File: src/rtl/core_switch_pkg.sv
// Shared types and NMI widths for the runtime core switch.
package core_switch_pkg;

  typedef enum logic [1:0] {
    RUN   = 2'd0,
    DRAIN = 2'd1,
    HOLD  = 2'd2
  } state_e;

  localparam int ADDR_W = 32;
  localparam int DATA_W = 32;
  localparam int STRB_W = 4;

endpackage

File: src/rtl/core_switch_timer.sv
// Loadable down-counter with zero flag; holds at zero, reloads to RST_VAL on reset.
module core_switch_timer #(
  parameter int             W       = 8,
  parameter logic [W-1:0]   RST_VAL = '0
) (
  input  logic         clk_i,
  input  logic         rst_i,
  input  logic         load_i,
  input  logic [W-1:0] load_val_i,
  input  logic         dec_i,
  output logic         zero_o
);

  logic [W-1:0] cnt_q, cnt_d;

  always_comb begin
    cnt_d = cnt_q;
    if (load_i) begin
      cnt_d = load_val_i;
    end else if (dec_i && (cnt_q != '0)) begin
      cnt_d = cnt_q - W'(1);
    end
  end

  always_ff @(posedge clk_i) begin
    if (rst_i) begin
      cnt_q <= RST_VAL;
    end else begin
      cnt_q <= cnt_d;
    end
  end

  assign zero_o = (cnt_q == '0);

endmodule

File: src/rtl/core_switch_ctrl.sv
// Runtime core selector: one active core owns the NMI master port; switching drains, resets, releases.
// Optional drain timeout enabled by defining CORE_SWITCH_TIMEOUT_EN.
module core_switch_ctrl
  import core_switch_pkg::*;
#(
  parameter int NUM_CORES      = 2,
  parameter int SEL_W          = $clog2(NUM_CORES),
  parameter int DEF_CORE       = 0,
  parameter int RST_CYCLES     = 16,
  parameter int TIMEOUT_CYCLES = 256
) (
  input  logic                        clk_i,
  input  logic                        rst_i,
  input  logic [SEL_W-1:0]            sel_i,
  input  logic [31:0]                 irq_i,
  input  logic [NUM_CORES-1:0]        core_valid_i,
  input  logic [NUM_CORES*ADDR_W-1:0] core_addr_i,
  input  logic [NUM_CORES*DATA_W-1:0] core_wdata_i,
  input  logic [NUM_CORES*STRB_W-1:0] core_wstrb_i,
  output logic [NUM_CORES*DATA_W-1:0] core_rdata_o,
  output logic [NUM_CORES-1:0]        core_ready_o,
  output logic [NUM_CORES*32-1:0]     core_irq_o,
  output logic [NUM_CORES-1:0]        core_rst_n_o,
  output logic                        mem_valid_o,
  output logic [ADDR_W-1:0]           mem_addr_o,
  output logic [DATA_W-1:0]           mem_wdata_o,
  output logic [STRB_W-1:0]           mem_wstrb_o,
  input  logic [DATA_W-1:0]           mem_rdata_i,
  input  logic                        mem_ready_i,
  output logic [SEL_W-1:0]            active_o,
  output logic                        busy_o,
  output logic                        timeout_o
);

  localparam int MAX_CYC = (RST_CYCLES > TIMEOUT_CYCLES) ? RST_CYCLES : TIMEOUT_CYCLES;
  localparam int CNT_W   = (MAX_CYC > 1) ? $clog2(MAX_CYC) : 1;

  state_e             state_q, state_d;
  logic [SEL_W-1:0]   act_q, act_d;
  logic [SEL_W-1:0]   tgt_q, tgt_d;
  logic               pend_q;
  logic               sel_valid;
  logic               tmr_load, tmr_dec, tmr_zero;
  logic [CNT_W-1:0]   tmr_val;
  logic               drain_done;

  core_switch_timer #(
    .W       (CNT_W),
    .RST_VAL (CNT_W'(RST_CYCLES - 1))
  ) u_timer (
    .clk_i      (clk_i),
    .rst_i      (rst_i),
    .load_i     (tmr_load),
    .load_val_i (tmr_val),
    .dec_i      (tmr_dec),
    .zero_o     (tmr_zero)
  );

  // Datapath: addresses/data always follow the active core; only valid, ready, irq and resets are gated by state.
  always_comb begin
    sel_valid    = 1'b0;
    mem_addr_o   = '0;
    mem_wdata_o  = '0;
    mem_wstrb_o  = '0;
    core_ready_o = '0;
    core_irq_o   = '0;
    core_rst_n_o = '0;
    for (int i = 0; i < NUM_CORES; i++) begin
      if (act_q == SEL_W'(i)) begin
        sel_valid   = core_valid_i[i];
        mem_addr_o  = core_addr_i[i*ADDR_W +: ADDR_W];
        mem_wdata_o = core_wdata_i[i*DATA_W +: DATA_W];
        mem_wstrb_o = core_wstrb_i[i*STRB_W +: STRB_W];
      end
    end
    case (state_q)
      RUN:     mem_valid_o = sel_valid;
      DRAIN:   mem_valid_o = sel_valid & pend_q;
      default: mem_valid_o = 1'b0;
    endcase
    for (int i = 0; i < NUM_CORES; i++) begin
      if (act_q == SEL_W'(i)) begin
        core_rst_n_o[i] = (state_q != HOLD);
        if (state_q == RUN) begin
          core_ready_o[i]       = mem_ready_i;
          core_irq_o[i*32 +: 32] = irq_i;
        end else if (state_q == DRAIN) begin
          core_ready_o[i] = mem_ready_i & mem_valid_o;
        end
      end
    end
  end

  assign core_rdata_o = {NUM_CORES{mem_rdata_i}};
  assign drain_done   = ~pend_q | (mem_ready_i & mem_valid_o);

`ifdef CORE_SWITCH_TIMEOUT_EN
  logic timeout_q, timeout_d;
`endif

  always_comb begin
    state_d  = state_q;
    act_d    = act_q;
    tgt_d    = tgt_q;
    tmr_load = 1'b0;
    tmr_dec  = 1'b0;
    tmr_val  = CNT_W'(RST_CYCLES - 1);
`ifdef CORE_SWITCH_TIMEOUT_EN
    timeout_d = timeout_q;
`endif
    case (state_q)
      RUN: begin
        if ((sel_i != act_q) && (int'(sel_i) < NUM_CORES)) begin
          tgt_d   = sel_i;
          state_d = DRAIN;
`ifdef CORE_SWITCH_TIMEOUT_EN
          tmr_load = 1'b1;
          tmr_val  = CNT_W'(TIMEOUT_CYCLES - 1);
`endif
        end
      end
      DRAIN: begin
        if (drain_done) begin
          act_d    = tgt_q;
          tmr_load = 1'b1;
          state_d  = HOLD;
`ifdef CORE_SWITCH_TIMEOUT_EN
        end else if (tmr_zero) begin
          act_d     = tgt_q;
          tmr_load  = 1'b1;
          timeout_d = 1'b1;
          state_d   = HOLD;
        end else begin
          tmr_dec = 1'b1;
`endif
        end
      end
      default: begin
        if (tmr_zero) begin
          state_d = RUN;
        end else begin
          tmr_dec = 1'b1;
        end
      end
    endcase
  end

  always_ff @(posedge clk_i) begin
    if (rst_i) begin
      state_q <= HOLD;
      act_q   <= SEL_W'(DEF_CORE);
      tgt_q   <= SEL_W'(DEF_CORE);
      pend_q  <= 1'b0;
    end else begin
      state_q <= state_d;
      act_q   <= act_d;
      tgt_q   <= tgt_d;
      pend_q  <= mem_valid_o & ~mem_ready_i;
    end
  end

`ifdef CORE_SWITCH_TIMEOUT_EN
  always_ff @(posedge clk_i) begin
    if (rst_i) begin
      timeout_q <= 1'b0;
    end else begin
      timeout_q <= timeout_d;
    end
  end
  assign timeout_o = timeout_q;
`else
  assign timeout_o = 1'b0;
`endif

  assign active_o = act_q;
  assign busy_o   = (state_q != RUN);

endmodule
File: config.mk
export PLATFORM = sky130hd
export DESIGN_NAME = core_switch_ctrl
export DESIGN_NICKNAME = d
export VERILOG_FILES = /design/src/rtl/core_switch_pkg.sv /design/src/rtl/core_switch_timer.sv /design/src/rtl/core_switch_ctrl.sv
export SDC_FILE = /design/constraint.sdc
export NUM_CORES = 1
export LEC_CHECK = 0
export CAP_MARGIN = 20
export CORE_AREA = 2 2 158 160
export DETAILED_ROUTE_END_ITERATION = 10
export DIE_AREA = 0 0 160 162
export PLACE_DENSITY = 0.45
export SYNTH_ARGS = -nofsm -noshare
export SYNTH_HDL_FRONTEND = slang
export SYNTH_SLANG_ARGS = --single-unit
File: constraint.sdc
create_clock -name clk_i -period 2.3 [get_ports clk_i]
set_input_delay 0.46 -clock clk_i [delete_from_list [all_inputs] [get_ports clk_i]]
set_output_delay 0.46 -clock clk_i [all_outputs]
set_load 0.03 [all_outputs]
==> flow_results.xml <==
<?xml version="1.0" encoding="UTF-8"?>
<metrics>
  <group name="status">
    <metric name="outcome" unit="">completed</metric>
  </group>
  <group name="routing">
    <metric name="post_drt_wl_per_cell" unit="um">15.7</metric>
    <metric name="drt_first_iter_violations" unit="">112</metric>
    <metric name="via_per_inst" unit="">3.58</metric>
    <metric name="wirelength" unit="mm">13.5</metric>
    <metric name="ant_nets" unit="">0</metric>
    <metric name="drt_pre_antenna_iters" unit="">4</metric>
    <metric name="vias" unit="">3091</metric>
    <metric name="route.detailed.drc" unit="">0</metric>
  </group>
  <group name="critical_path">
    <metric name="timing.critical_path.fanout_max" unit="">30</metric>
    <metric name="rr_worst_depth" unit="">5</metric>
    <metric name="reg2reg_setup_slack" unit="ps">530</metric>
    <metric name="setup.worst_path.start" unit="">active_o</metric>
    <metric name="timing.critical_path.from_type" unit="">flip-flop</metric>
    <metric name="worstPathArrival" unit="ps">1780</metric>
    <metric name="worst_r2r_endpoint" unit="">u_timer.cnt_q[3]</metric>
    <metric name="setup.worst_path.end" unit="">mem_addr_o[6]</metric>
    <metric name="critical_path_start_end_classification" unit="">flip-flop to output port</metric>
    <metric name="critical_path_required_time" unit="ps">1840</metric>
    <metric name="type_of_element_capturing_the_critical_path" unit="">output port</metric>
    <metric name="worstReg2RegStart" unit="">active_o</metric>
  </group>
  <group name="sta">
    <metric name="fin_worst_skew" unit="ps">2.36</metric>
    <metric name="achievable-frequency" unit="GHz">0.446</metric>
    <metric name="layout_worst_path_cycle_share" unit="">0.975</metric>
    <metric name="timing_hold_violations_final" unit="">0</metric>
    <metric name="finalWorstSetupSlack" unit="ps">58.5</metric>
    <metric name="rsz0062_at_grt" unit="">true</metric>
    <metric name="period_minus_slack" unit="ps">2240</metric>
    <metric name="setup-violations-final" unit="">0</metric>
    <metric name="timing_max_transition_violations_final" unit="">0</metric>
    <metric name="fin_setup_tns" unit="ps">0</metric>
    <metric name="hold_slack" unit="ps">499</metric>
  </group>
  <group name="logic_synthesis">
    <metric name="ys_seq_elements" unit="">13</metric>
    <metric name="dominantRegCellSynth" unit="">sky130_fd_sc_hd__dfxtp_1</metric>
    <metric name="synth.largest_area_cell" unit="">sky130_fd_sc_hd__mux2_2</metric>
    <metric name="yosys.area_share.xor_xnor" unit="">0.00719</metric>
    <metric name="synth.lib_cells_used.distinct" unit="">38</metric>
    <metric name="synth_fa_ha_area_frac" unit="">0.0103</metric>
    <metric name="postSynthAreaPerCell" unit="um^2">8.17</metric>
    <metric name="synth-compound-area-share" unit="">0.0591</metric>
    <metric name="synth_area_leaders" unit="">sky130_fd_sc_hd__mux2_2 (31%), sky130_fd_sc_hd__buf_4 (20%), sky130_fd_sc_hd__dfxtp_1 (11%), sky130_fd_sc_hd__and2_1 (8.2%), sky130_fd_sc_hd__and3_1 (8.2%)</metric>
    <metric name="yosys_warnings" unit="">0</metric>
    <metric name="synth_cells" unit="">298</metric>
    <metric name="asyncSetResetFlopFracSynth" unit="">0</metric>
    <metric name="postSynthNetCount" unit="">506</metric>
    <metric name="synth.area.mux_share" unit="">0.329</metric>
    <metric name="post_synthesis_share_of_cell_area_spent_on_and_or_nand_and_nor_gates" unit="">0.242</metric>
    <metric name="synth.top_cell.area_share" unit="">0.314</metric>
    <metric name="syn_area" unit="mm^2">0.00244</metric>
    <metric name="synth-edff-count" unit="">0</metric>
    <metric name="part_of_the_yosys_area_used_for_sequential_elements" unit="">0.107</metric>
    <metric name="main_combinational_cell_family_by_area_after_synthesis" unit="">multiplexers</metric>
  </group>
  <group name="placement">
    <metric name="port_buffer_cells" unit="">312</metric>
    <metric name="preCtsSetupSlack" unit="ps">-115</metric>
    <metric name="dpl.hpwl" unit="mm">11.3</metric>
    <metric name="gp_congestion" unit="">0.703</metric>
    <metric name="dpl.cell_count" unit="">859</metric>
    <metric name="postPlaceCellArea" unit="mm^2">0.00568</metric>
  </group>
  <group name="pwr">
    <metric name="cellPowerDensity" unit="mW/mm^2">214</metric>
    <metric name="irDropWorstVdd" unit="mV">0.264</metric>
    <metric name="power.static_leakage" unit="nW">2.65</metric>
    <metric name="finalPower" unit="mW">1.24</metric>
  </group>
  <group name="die">
    <metric name="die_y" unit="um">162</metric>
    <metric name="row_count" unit="">57</metric>
    <metric name="die_width" unit="um">160</metric>
    <metric name="design.die.area" unit="mm^2">0.0259</metric>
    <metric name="starting_density" unit="">0.101</metric>
    <metric name="count_of_pins_on_the_block_boundary" unit="">410</metric>
    <metric name="core" unit="mm^2">0.0241</metric>
  </group>
  <group name="clock_network">
    <metric name="cts_tree" unit="">built</metric>
    <metric name="cts-root-to-sink-buffers" unit="">2</metric>
    <metric name="hold_buffers_post_cts" unit="">0</metric>
    <metric name="cts-htree-levels" unit="">1</metric>
    <metric name="cts.root.buffer_cell" unit="">sky130_fd_sc_hd__clkbuf_16</metric>
    <metric name="clock_pin_slew_reported_for_the_worst_setup_and_hold_paths_after_clock_tree_synthesis" unit="ps">40</metric>
    <metric name="tritoncts_num_sinks" unit="">13</metric>
    <metric name="cts_setup_buffers" unit="">0</metric>
    <metric name="numCtsBuffers" unit="">3</metric>
    <metric name="worst_skew_pair.late_latency" unit="ps">240</metric>
  </group>
  <group name="flow_run">
    <metric name="maxCapViolations" unit="">0</metric>
  </group>
  <group name="layout">
    <metric name="post-route-util" unit="">0.239</metric>
    <metric name="post-route-cell-area" unit="mm^2">0.00577</metric>
    <metric name="final_nets" unit="">748</metric>
    <metric name="antenna_cells" unit="">0</metric>
    <metric name="final.fill_count" unit="">2706</metric>
    <metric name="post_route_cells_drive_above_1_share" unit="">0.276</metric>
    <metric name="stdcell_count" unit="">863</metric>
    <metric name="layout-area-overhead-vs-synth" unit="%">137</metric>
  </group>
  <group name="global_routing">
    <metric name="grt_pass1_wl" unit="mm">19.4</metric>
    <metric name="grt_max_degree" unit="">62</metric>
    <metric name="globalRouteOverflowTotal" unit="">0</metric>
    <metric name="grt_antenna_before_repair" unit="">1</metric>
    <metric name="first_global_vias" unit="">3187</metric>
    <metric name="global_route.usage.total" unit="">0.0956</metric>
  </group>
  <group name="min_path">
    <metric name="class_of_the_tightest_hold_or_removal_check" unit="">flip-flop to flip-flop</metric>
  </group>
</metrics>
[repair_timing]
item | 4_1_cts | 5_1_grt
resized for setup | 58 | 25
pin swaps | 0 | 0
setup endpoints to repair | 57 | 25
hold endpoints to repair | 0 | 0
[Yosys cell counts, types with 3 or more instances]
cell	number
sky130_fd_sc_hd__o21ai_0	6
sky130_fd_sc_hd__nor2_1	7
sky130_fd_sc_hd__buf_1	8
sky130_fd_sc_hd__buf_4	65
sky130_fd_sc_hd__inv_1	6
sky130_fd_sc_hd__mux2_2	68
sky130_fd_sc_hd__dfxtp_1	13
sky130_fd_sc_hd__and3_1	32
sky130_fd_sc_hd__nand2b_1	3
sky130_fd_sc_hd__a21oi_1	7
sky130_fd_sc_hd__and2_1	32
sky130_fd_sc_hd__nand2_1	5
sky130_fd_sc_hd__nor3_1	5
sky130_fd_sc_hd__nor3b_1	3
sky130_fd_sc_hd__clkbuf_1	9
[worst min-delay path by stage]
stage                          start                to  slack, ps  cells after the start
floorplan                      tgt_q          active_o        450                      2
global placement               tgt_q          active_o        480                      2
detailed placement  u_timer.cnt_q[4]  u_timer.cnt_q[4]        490                      1
CTS                            tgt_q          active_o        500                      2
global route        u_timer.cnt_q[4]  u_timer.cnt_q[4]        510                      1
finish                         tgt_q          active_o        500                      2
[worst max-delay path, stage by stage (launching register included)]
cell and delay [ps]:
sky130_fd_sc_hd__dfxtp_4 380, sky130_fd_sc_hd__buf_12 200, sky130_fd_sc_hd__mux2_2 350, sky130_fd_sc_hd__clkdlybuf4s50_1 600
[state kept, by name, summed over array words and instances, names as in the netlist]
register and flops:
tgt_q 1, state_q 2, pend_q 1, u_timer.cnt_q 8, active_o 1
[cell families (layout without fill, tap and decap cells)]
| family | Yosys count | in the layout |
|---|---|---|
| flops | 13 | 13 |
| mux | 71 | 71 |
| xor+xnor | 2 | 2 |
| other cells | 1 | 1 |
| simple gates | 98 | 98 |
| buf+inv | 91 | 332 |
| compound gates | 20 | 20 |
| fa+ha+maj | 2 | 2 |
[layout by cell type, fill, tap and decap left out, types with 2 or more instances in the layout]
master and instances:
sky130_fd_sc_hd__buf_12 26, sky130_fd_sc_hd__dfxtp_1 12, sky130_fd_sc_hd__buf_4 40, sky130_fd_sc_hd__mux2_2 68, sky130_fd_sc_hd__a21oi_1 7, sky130_fd_sc_hd__or3_1 2, sky130_fd_sc_hd__nand2b_1 3, sky130_fd_sc_hd__dlymetal6s2s_1 23
sky130_fd_sc_hd__nand2_1 5, sky130_fd_sc_hd__dlygate4sd2_1 55, sky130_fd_sc_hd__nor3_2 2, sky130_fd_sc_hd__and2_1 32, sky130_fd_sc_hd__nor4_1 2, sky130_fd_sc_hd__clkdlybuf4s50_1 177, sky130_fd_sc_hd__inv_1 6, sky130_fd_sc_hd__clkbuf_16 3
sky130_fd_sc_hd__nor3_1 3, sky130_fd_sc_hd__and3_1 32, sky130_fd_sc_hd__xnor2_1 2, sky130_fd_sc_hd__ha_1 2, sky130_fd_sc_hd__nor2_1 6, sky130_fd_sc_hd__o21ai_0 5, sky130_fd_sc_hd__nor3b_1 3
[cell type report]
type / count / area, um^2 / share of cell area
clock buffers: 4 / 78.8 / 0.0137
inverters: 6 / 22.5 / 0.00390
well taps: 324 / 405 / 0.0703
multi-input cells: 194 / 1610 / 0.279
repair buffers: 322 / 3390 / 0.588
flip-flops and latches: 13 / 264 / 0.0458
[power by group]
group          leakage [nW]  total, mW  switching (mW)  internal [mW]
clock network        0.0382      0.329          0.0956          0.234
logic                  2.51      0.675           0.251          0.424
registers             0.106      0.232         0.00291          0.229
total                  2.65       1.24           0.349          0.887
[metal layers]
metal / up-vias / GRT usage / part of all wire
met2: 280 / 0.185 / 0.52
li1: 1444 / - / -
met1: 1362 / 0.100 / 0.35
met5: - / 0 / 0
met4: 0 / 0.00901 / 0.0038
met3: 5 / 0.0391 / 0.13
(Power assumes the default switching activity.)
